**config.mk**
```make
export PLATFORM = sky130hd
export DESIGN_NAME = switch_input_ctrl
export DESIGN_NICKNAME = d
export VERILOG_FILES = /design/src/rtl/switch_input_ctrl.sv
export SDC_FILE = /design/constraint.sdc
export NUM_CORES = 1
export LEC_CHECK = 0
export CORE_MARGIN = 8
export CORE_UTILIZATION = 32
export CTS_CLUSTER_DIAMETER = 40
export DETAILED_ROUTE_END_ITERATION = 8
export GPL_TIMING_DRIVEN = 0
export PLACE_DENSITY = 0.59
export RECOVER_POWER = 50
export SLEW_MARGIN = 0
export SYNTH_ARGS = -nofsm -noshare
export SYNTH_HDL_FRONTEND = slang
export SYNTH_SLANG_ARGS = --single-unit
```
**constraint.sdc**
```tcl
create_clock -name clock -period 1.7 [get_ports clock]
set_clock_uncertainty 0.1 [all_clocks]
set_input_delay 0.51 -clock clock [delete_from_list [all_inputs] [get_ports clock]]
set_output_delay 0.51 -clock clock [all_outputs]
set_load 0.05 [all_outputs]
```
**src/rtl/switch_input_ctrl.sv**
```systemverilog
// Board switch/button input peripheral: 2-FF sync, shared debounce, enter-edge capture, MMIO read port.
// Optional feature macro: SWITCH_DEBOUNCE_EN (defined = debounce counter; undefined = deb_vec is sync_vec).
module switch_input_ctrl #(
  parameter int unsigned DEBOUNCE_CYCLES = 1000,
  parameter int unsigned CNT_W           = 16
) (
  input  logic        clock,
  input  logic        reset_n,
  input  logic [23:0] switches_raw,
  input  logic [4:0]  buttons_raw,
  input  logic        mmio_read,
  input  logic [1:0]  mmio_addr,
  output logic [31:0] mmio_rdata,
  output logic        mmio_rvalid
);

  localparam int unsigned VEC_W = 29;

  typedef enum logic [0:0] {
    WAIT_HIGH = 1'b0,
    HELD      = 1'b1
  } state_t;

  logic [VEC_W-1:0] sync1_q, sync2_q;
  logic [VEC_W-1:0] deb_vec_s;
  logic             enter_s;

  // Two-stage synchronizer; vector is {buttons, switches}
  always_ff @(posedge clock or negedge reset_n) begin
    if (!reset_n) begin
      sync1_q <= '0;
      sync2_q <= '0;
    end else begin
      sync1_q <= {buttons_raw, switches_raw};
      sync2_q <= sync1_q;
    end
  end

`ifdef SWITCH_DEBOUNCE_EN
  localparam logic [CNT_W-1:0] CNT_MAX = CNT_W'(DEBOUNCE_CYCLES - 1);

  logic [VEC_W-1:0] prev_q, deb_q, deb_d;
  logic [CNT_W-1:0] cnt_q, cnt_d;

  // Loading on the edge the count reaches its limit makes deb_vec follow
  // a stable raw change after exactly 2 + DEBOUNCE_CYCLES edges.
  always_comb begin
    cnt_d = cnt_q;
    deb_d = deb_q;
    if (sync2_q != prev_q) begin
      cnt_d = '0;
    end else if (cnt_q != CNT_MAX) begin
      cnt_d = cnt_q + CNT_W'(1);
    end else begin
      cnt_d = cnt_q;
    end
    if (cnt_d == CNT_MAX) begin
      deb_d = sync2_q;
    end else begin
      deb_d = deb_q;
    end
  end

  // Debounce state registers
  always_ff @(posedge clock or negedge reset_n) begin
    if (!reset_n) begin
      prev_q <= '0;
      cnt_q  <= '0;
      deb_q  <= '0;
    end else begin
      prev_q <= sync2_q;
      cnt_q  <= cnt_d;
      deb_q  <= deb_d;
    end
  end

  assign deb_vec_s = deb_q;
`else
  assign deb_vec_s = sync2_q;
`endif

  assign enter_s = deb_vec_s[20];

  state_t      state_q, state_d;
  logic [15:0] operand_q, operand_d;
  logic [2:0]  case_sel_q, case_sel_d;
  logic        valid_q, valid_d;
  logic        overrun_q, overrun_d;
  logic [31:0] mmio_rdata_q, mmio_rdata_d;
  logic        mmio_rvalid_q, mmio_rvalid_d;
  logic        capture_s, rd_op_s, rd_stat_s;
  logic [31:0] rd_mux_s;

  // Capture FSM, read-to-clear flags and read data path
  always_comb begin
    state_d       = state_q;
    operand_d     = operand_q;
    case_sel_d    = case_sel_q;
    capture_s     = 1'b0;
    rd_op_s       = mmio_read && (mmio_addr == 2'd0);
    rd_stat_s     = mmio_read && (mmio_addr == 2'd2);
    rd_mux_s      = 32'h0;
    mmio_rdata_d  = mmio_rdata_q;
    mmio_rvalid_d = mmio_read;

    case (state_q)
      WAIT_HIGH: begin
        if (enter_s) begin
          capture_s  = 1'b1;
          operand_d  = deb_vec_s[15:0];
          case_sel_d = deb_vec_s[23:21];
          state_d    = HELD;
        end else begin
          state_d = WAIT_HIGH;
        end
      end
      HELD: begin
        if (!enter_s) begin
          state_d = WAIT_HIGH;
        end else begin
          state_d = HELD;
        end
      end
      default: state_d = WAIT_HIGH;
    endcase

    // A capture coinciding with an operand read counts as consumed, not overrun
    if (capture_s) begin
      valid_d = 1'b1;
    end else if (rd_op_s) begin
      valid_d = 1'b0;
    end else begin
      valid_d = valid_q;
    end

    if (capture_s && valid_q && !rd_op_s) begin
      overrun_d = 1'b1;
    end else if (rd_stat_s) begin
      overrun_d = 1'b0;
    end else begin
      overrun_d = overrun_q;
    end

    case (mmio_addr)
      2'd0:    rd_mux_s = {16'h0, operand_q};
      2'd1:    rd_mux_s = {29'h0, case_sel_q};
      2'd2:    rd_mux_s = {23'h0, deb_vec_s[28:24], 1'b0, enter_s, overrun_q, valid_q};
      2'd3:    rd_mux_s = {8'h0, deb_vec_s[23:0]};
      default: rd_mux_s = 32'h0;
    endcase

    if (mmio_read) begin
      mmio_rdata_d = rd_mux_s;
    end else begin
      mmio_rdata_d = mmio_rdata_q;
    end
  end

  // Capture, flag and read-port registers
  always_ff @(posedge clock or negedge reset_n) begin
    if (!reset_n) begin
      state_q       <= WAIT_HIGH;
      operand_q     <= 16'h0;
      case_sel_q    <= 3'h0;
      valid_q       <= 1'b0;
      overrun_q     <= 1'b0;
      mmio_rdata_q  <= 32'h0;
      mmio_rvalid_q <= 1'b0;
    end else begin
      state_q       <= state_d;
      operand_q     <= operand_d;
      case_sel_q    <= case_sel_d;
      valid_q       <= valid_d;
      overrun_q     <= overrun_d;
      mmio_rdata_q  <= mmio_rdata_d;
      mmio_rvalid_q <= mmio_rvalid_d;
    end
  end

  assign mmio_rdata  = mmio_rdata_q;
  assign mmio_rvalid = mmio_rvalid_q;

endmodule

```
==> impl_metrics.py <==
metrics = {
    "yosys": {
        "ys_types": 30,
        "synth_top_area_share_pct": 72.9,
        "synth_top_family_by_area": "multiplexers",
        "avgSynthCellArea_um2": 14.8,
        "synth_edf_count": 0,
        "synth.most_common_cell": "dfrtp_1",
        "synth_fa_ha_area_share_pct": 0,
        "synth_mux_area_share_pct": 8.99,
        "dominantRegCellSynth": "dfrtp_1",
        "synthSimpleGateAreaFrac_pct": 6.15,
        "synthXorXnorAreaFrac_pct": 0,
        "synth_compound_area_share_pct": 6.08,
        "syn_inst": 243,
        "ys_seq_area_share_pct": 72.9,
        "synth_top_cell_by_area": "dfrtp_1",
        "yosys_register_bits": 105,
        "synthTopCellsByCount": "dfrtp_1 (105), mux2_2 (18), nor2_1 (13)",
        "synthArstFlopShare_pct": 100,
        "synth_area_leaders": "dfrtp_1 (73%), mux2_2 (5.6%), mux2i_1 (3.1%), buf_4 (2.1%), a22oi_1 (1.5%)",
        "yosys_warnings": 0,
        "syn_area_um2": 3600,
    },
    "clocking": {
        "cts_tree": "built",
        "h-tree-depth": 3,
        "cts_buffers": 9,
        "clk_latency_ns": 0.34,
        "cts_max_path_buffers": 2,
        "cts_root_buf": "clkbuf_16",
        "path_clk_slew_ns": 0.08,
        "cts_sinks": 105,
        "cts_hold_buffers": 0,
    },
    "place": {
        "post_dp_cell_area_um2": 4390,
        "dpl.hpwl_um": 4730,
        "dp_slack_ns": -0.408,
        "place_inst": 447,
        "port_buffers": 56,
        "gp_congestion": 0.700,
    },
    "worst_hold_path": {
        "min-delay-path-class": "register to register",
    },
    "setup_path": {
        "cp_slowest_stage_delay_ns": 0.37,
        "crit_arrival_ns": 1.05,
        "crit_chain": "clkdlybuf4s15_2",
        "critPathRequiredTime_ns": 1.09,
        "startpoint_type": "register",
        "crit_slowest_cell": "clkdlybuf4s15_2",
        "cp-end-kind": "primary output",
        "path_buf_inv": 1,
        "path_max_fanout": 2,
        "crit_family": "buffers and inverters",
        "critical_path_class": "register to primary output",
    },
    "final_layout": {
        "antenna_cells": 0,
        "finalNonFillerCells": 463,
        "syn2layout_area_growth_pct": 27.6,
        "drive_above_1_share_pct": 25.7,
        "fillers": 1043,
        "final_util_pct": 42.0,
        "nets": 352,
        "stdcell_area_um2": 4600,
    },
    "floorplan": {
        "die_y_um": 122,
        "die_area_um2": 14900,
        "row_count": 38,
        "fp.dieW_um": 122,
        "coreArea_um2": 10900,
        "start_util_pct": 33.0,
        "io_pins": 67,
    },
    "power": {
        "powerDensity_nw_per_um2": 1200,
        "p_comb_share_pct": 13.1,
        "seq_power_share_pct": 50.4,
        "total_power_mw": 5.54,
        "ir_drop_v": 0.000439,
        "clkPwrFrac_pct": 36.5,
        "switchingPower_mw": 1.51,
        "leakage_nw": 2.08,
        "power.internal_mw": 4.03,
        "switching_share_pct": 27.2,
    },
    "sta": {
        "post-route-min-period_ns": 1.66,
        "max_freq_mhz": 602,
        "hold_violations": 0,
        "slew_headroom_pct": 16.3,
        "worstMarginPinSlew_ns": 1.26,
        "fin_setup_tns_ns": 0,
        "rsz0062_at_grt": "no",
        "post-route-period-util_pct": 97.7,
        "layout_setup_ws_ns": 0.0392,
        "drv_slew": 0,
        "finalSetupViolCount": 0,
        "whs_ns": 0.240,
    },
    "routing": {
        "drt_wl_total_um": 6850,
        "firstDrtPassIters": 4,
        "num_vias": 2052,
        "drc": 0,
        "postRouteAntennaNets": 0,
        "initialDrtViolationCount": 144,
        "avgViaCountPerCell": 4.43,
        "post_drt_wl_per_cell_um": 14.8,
    },
    "global_route": {
        "grt_max_degree": 57,
        "grt_pass1_wl_um": 10900,
        "grt_usage_pct": 9.64,
        "antenna_found_initial": 0,
        "grt_pass1_vias": 2136,
        "grt_remaining_overflow": 0,
    },
    "run_status": {
        "outcome": "complete, no violations",
    },
    "job": {
        "maxCapViolCount": 0,
    },
}
[sequential cells by signal, indices dropped and copies added, names as in the netlist]
name and cells:
case_sel_q 3, valid_q 1, mmio_rvalid 1, state_q 1, overrun_q 1, mmio_rdata 24, deb_vec_s 29, sync1_q 29
operand_q 16
[worst paths after layout]
kind,endpoint,from,slack (ns),cells after the start
worst max register to register,operand_q[4],deb_vec_s[20],0.27,3
min in group asynchronous,deb_vec_s[4],reset_n,0.33,1
worst min-delay path,deb_vec_s[11],sync1_q[11],0.24,0
worst max-delay path,mmio_rdata[16],mmio_rdata[16],0.04,1
max in group asynchronous,sync1_q[18],reset_n,0.32,2
worst min register to register,deb_vec_s[11],sync1_q[11],0.24,0
[cell usage in the layout, fill, tap and decap left out, types with 4 or more instances in the layout]
| cell type | n |
|---|---|
| nand2_1 | 9 |
| a21oi_1 | 9 |
| a31oi_1 | 5 |
| nor2_1 | 13 |
| a22oi_1 | 7 |
| clkdlybuf4s15_2 | 4 |
| buf_2 | 23 |
| nand3_1 | 7 |
| dfrtp_1 | 105 |
| buf_6 | 5 |
| mux2i_1 | 11 |
| dlygate4sd3_1 | 29 |
| inv_1 | 9 |
| mux2_2 | 18 |
| conb_1 | 8 |
| buf_4 | 9 |
| clkbuf_16 | 9 |
| nand2b_1 | 5 |
| o21ai_0 | 8 |
[layout make-up]
cell class	count	area (um^2)	area share, %
sequential	105	2630	57.1
multi-input combinational	116	795	17.3
timing repair buffer	58	503	10.9
clock buffer	10	239	5.20
tap	140	175	3.81
buffer	19	166	3.62
clock inverter	6	58.8	1.28
inverter	9	33.8	0.735
[cell families (layout without fill, tap and decap cells)]
logic type	count (synthesis)	count (layout)
other	1	8
AO/OA/AOI/OAI	35	35
flip-flops	105	105
multiplexers	30	30
AND/OR/NAND/NOR	43	43
buffers and inverters	29	102
[per-layer routing]
metal	vias up	track usage [%]	part of all wire [%]
li1	953	-	-
met1	1037	11.2	43
met2	49	15.8	49
met3	13	3.10	6.4
met4	0	4.80	1.9
met5	-	0	0
[power groups by stage]
stage                     clock network [mW]  logic, mW  registers, mW
after global placement                     0      0.778           2.84
after floorplan                            0      0.282           3.03
final                                   2.02      0.725           2.79
after CTS                               2.10      0.766           2.80
after detailed placement                   0      0.799           2.85
after global routing                    2.22      0.784           2.82
[repair_timing]
item | 4_1_cts | 5_1_grt
pin swaps | 0 | 0
resized for setup | 102 | 17
endpoints found under the setup margin | 31 | 13
setup buffers | 1 | 0
(Power assumes the default switching activity.)
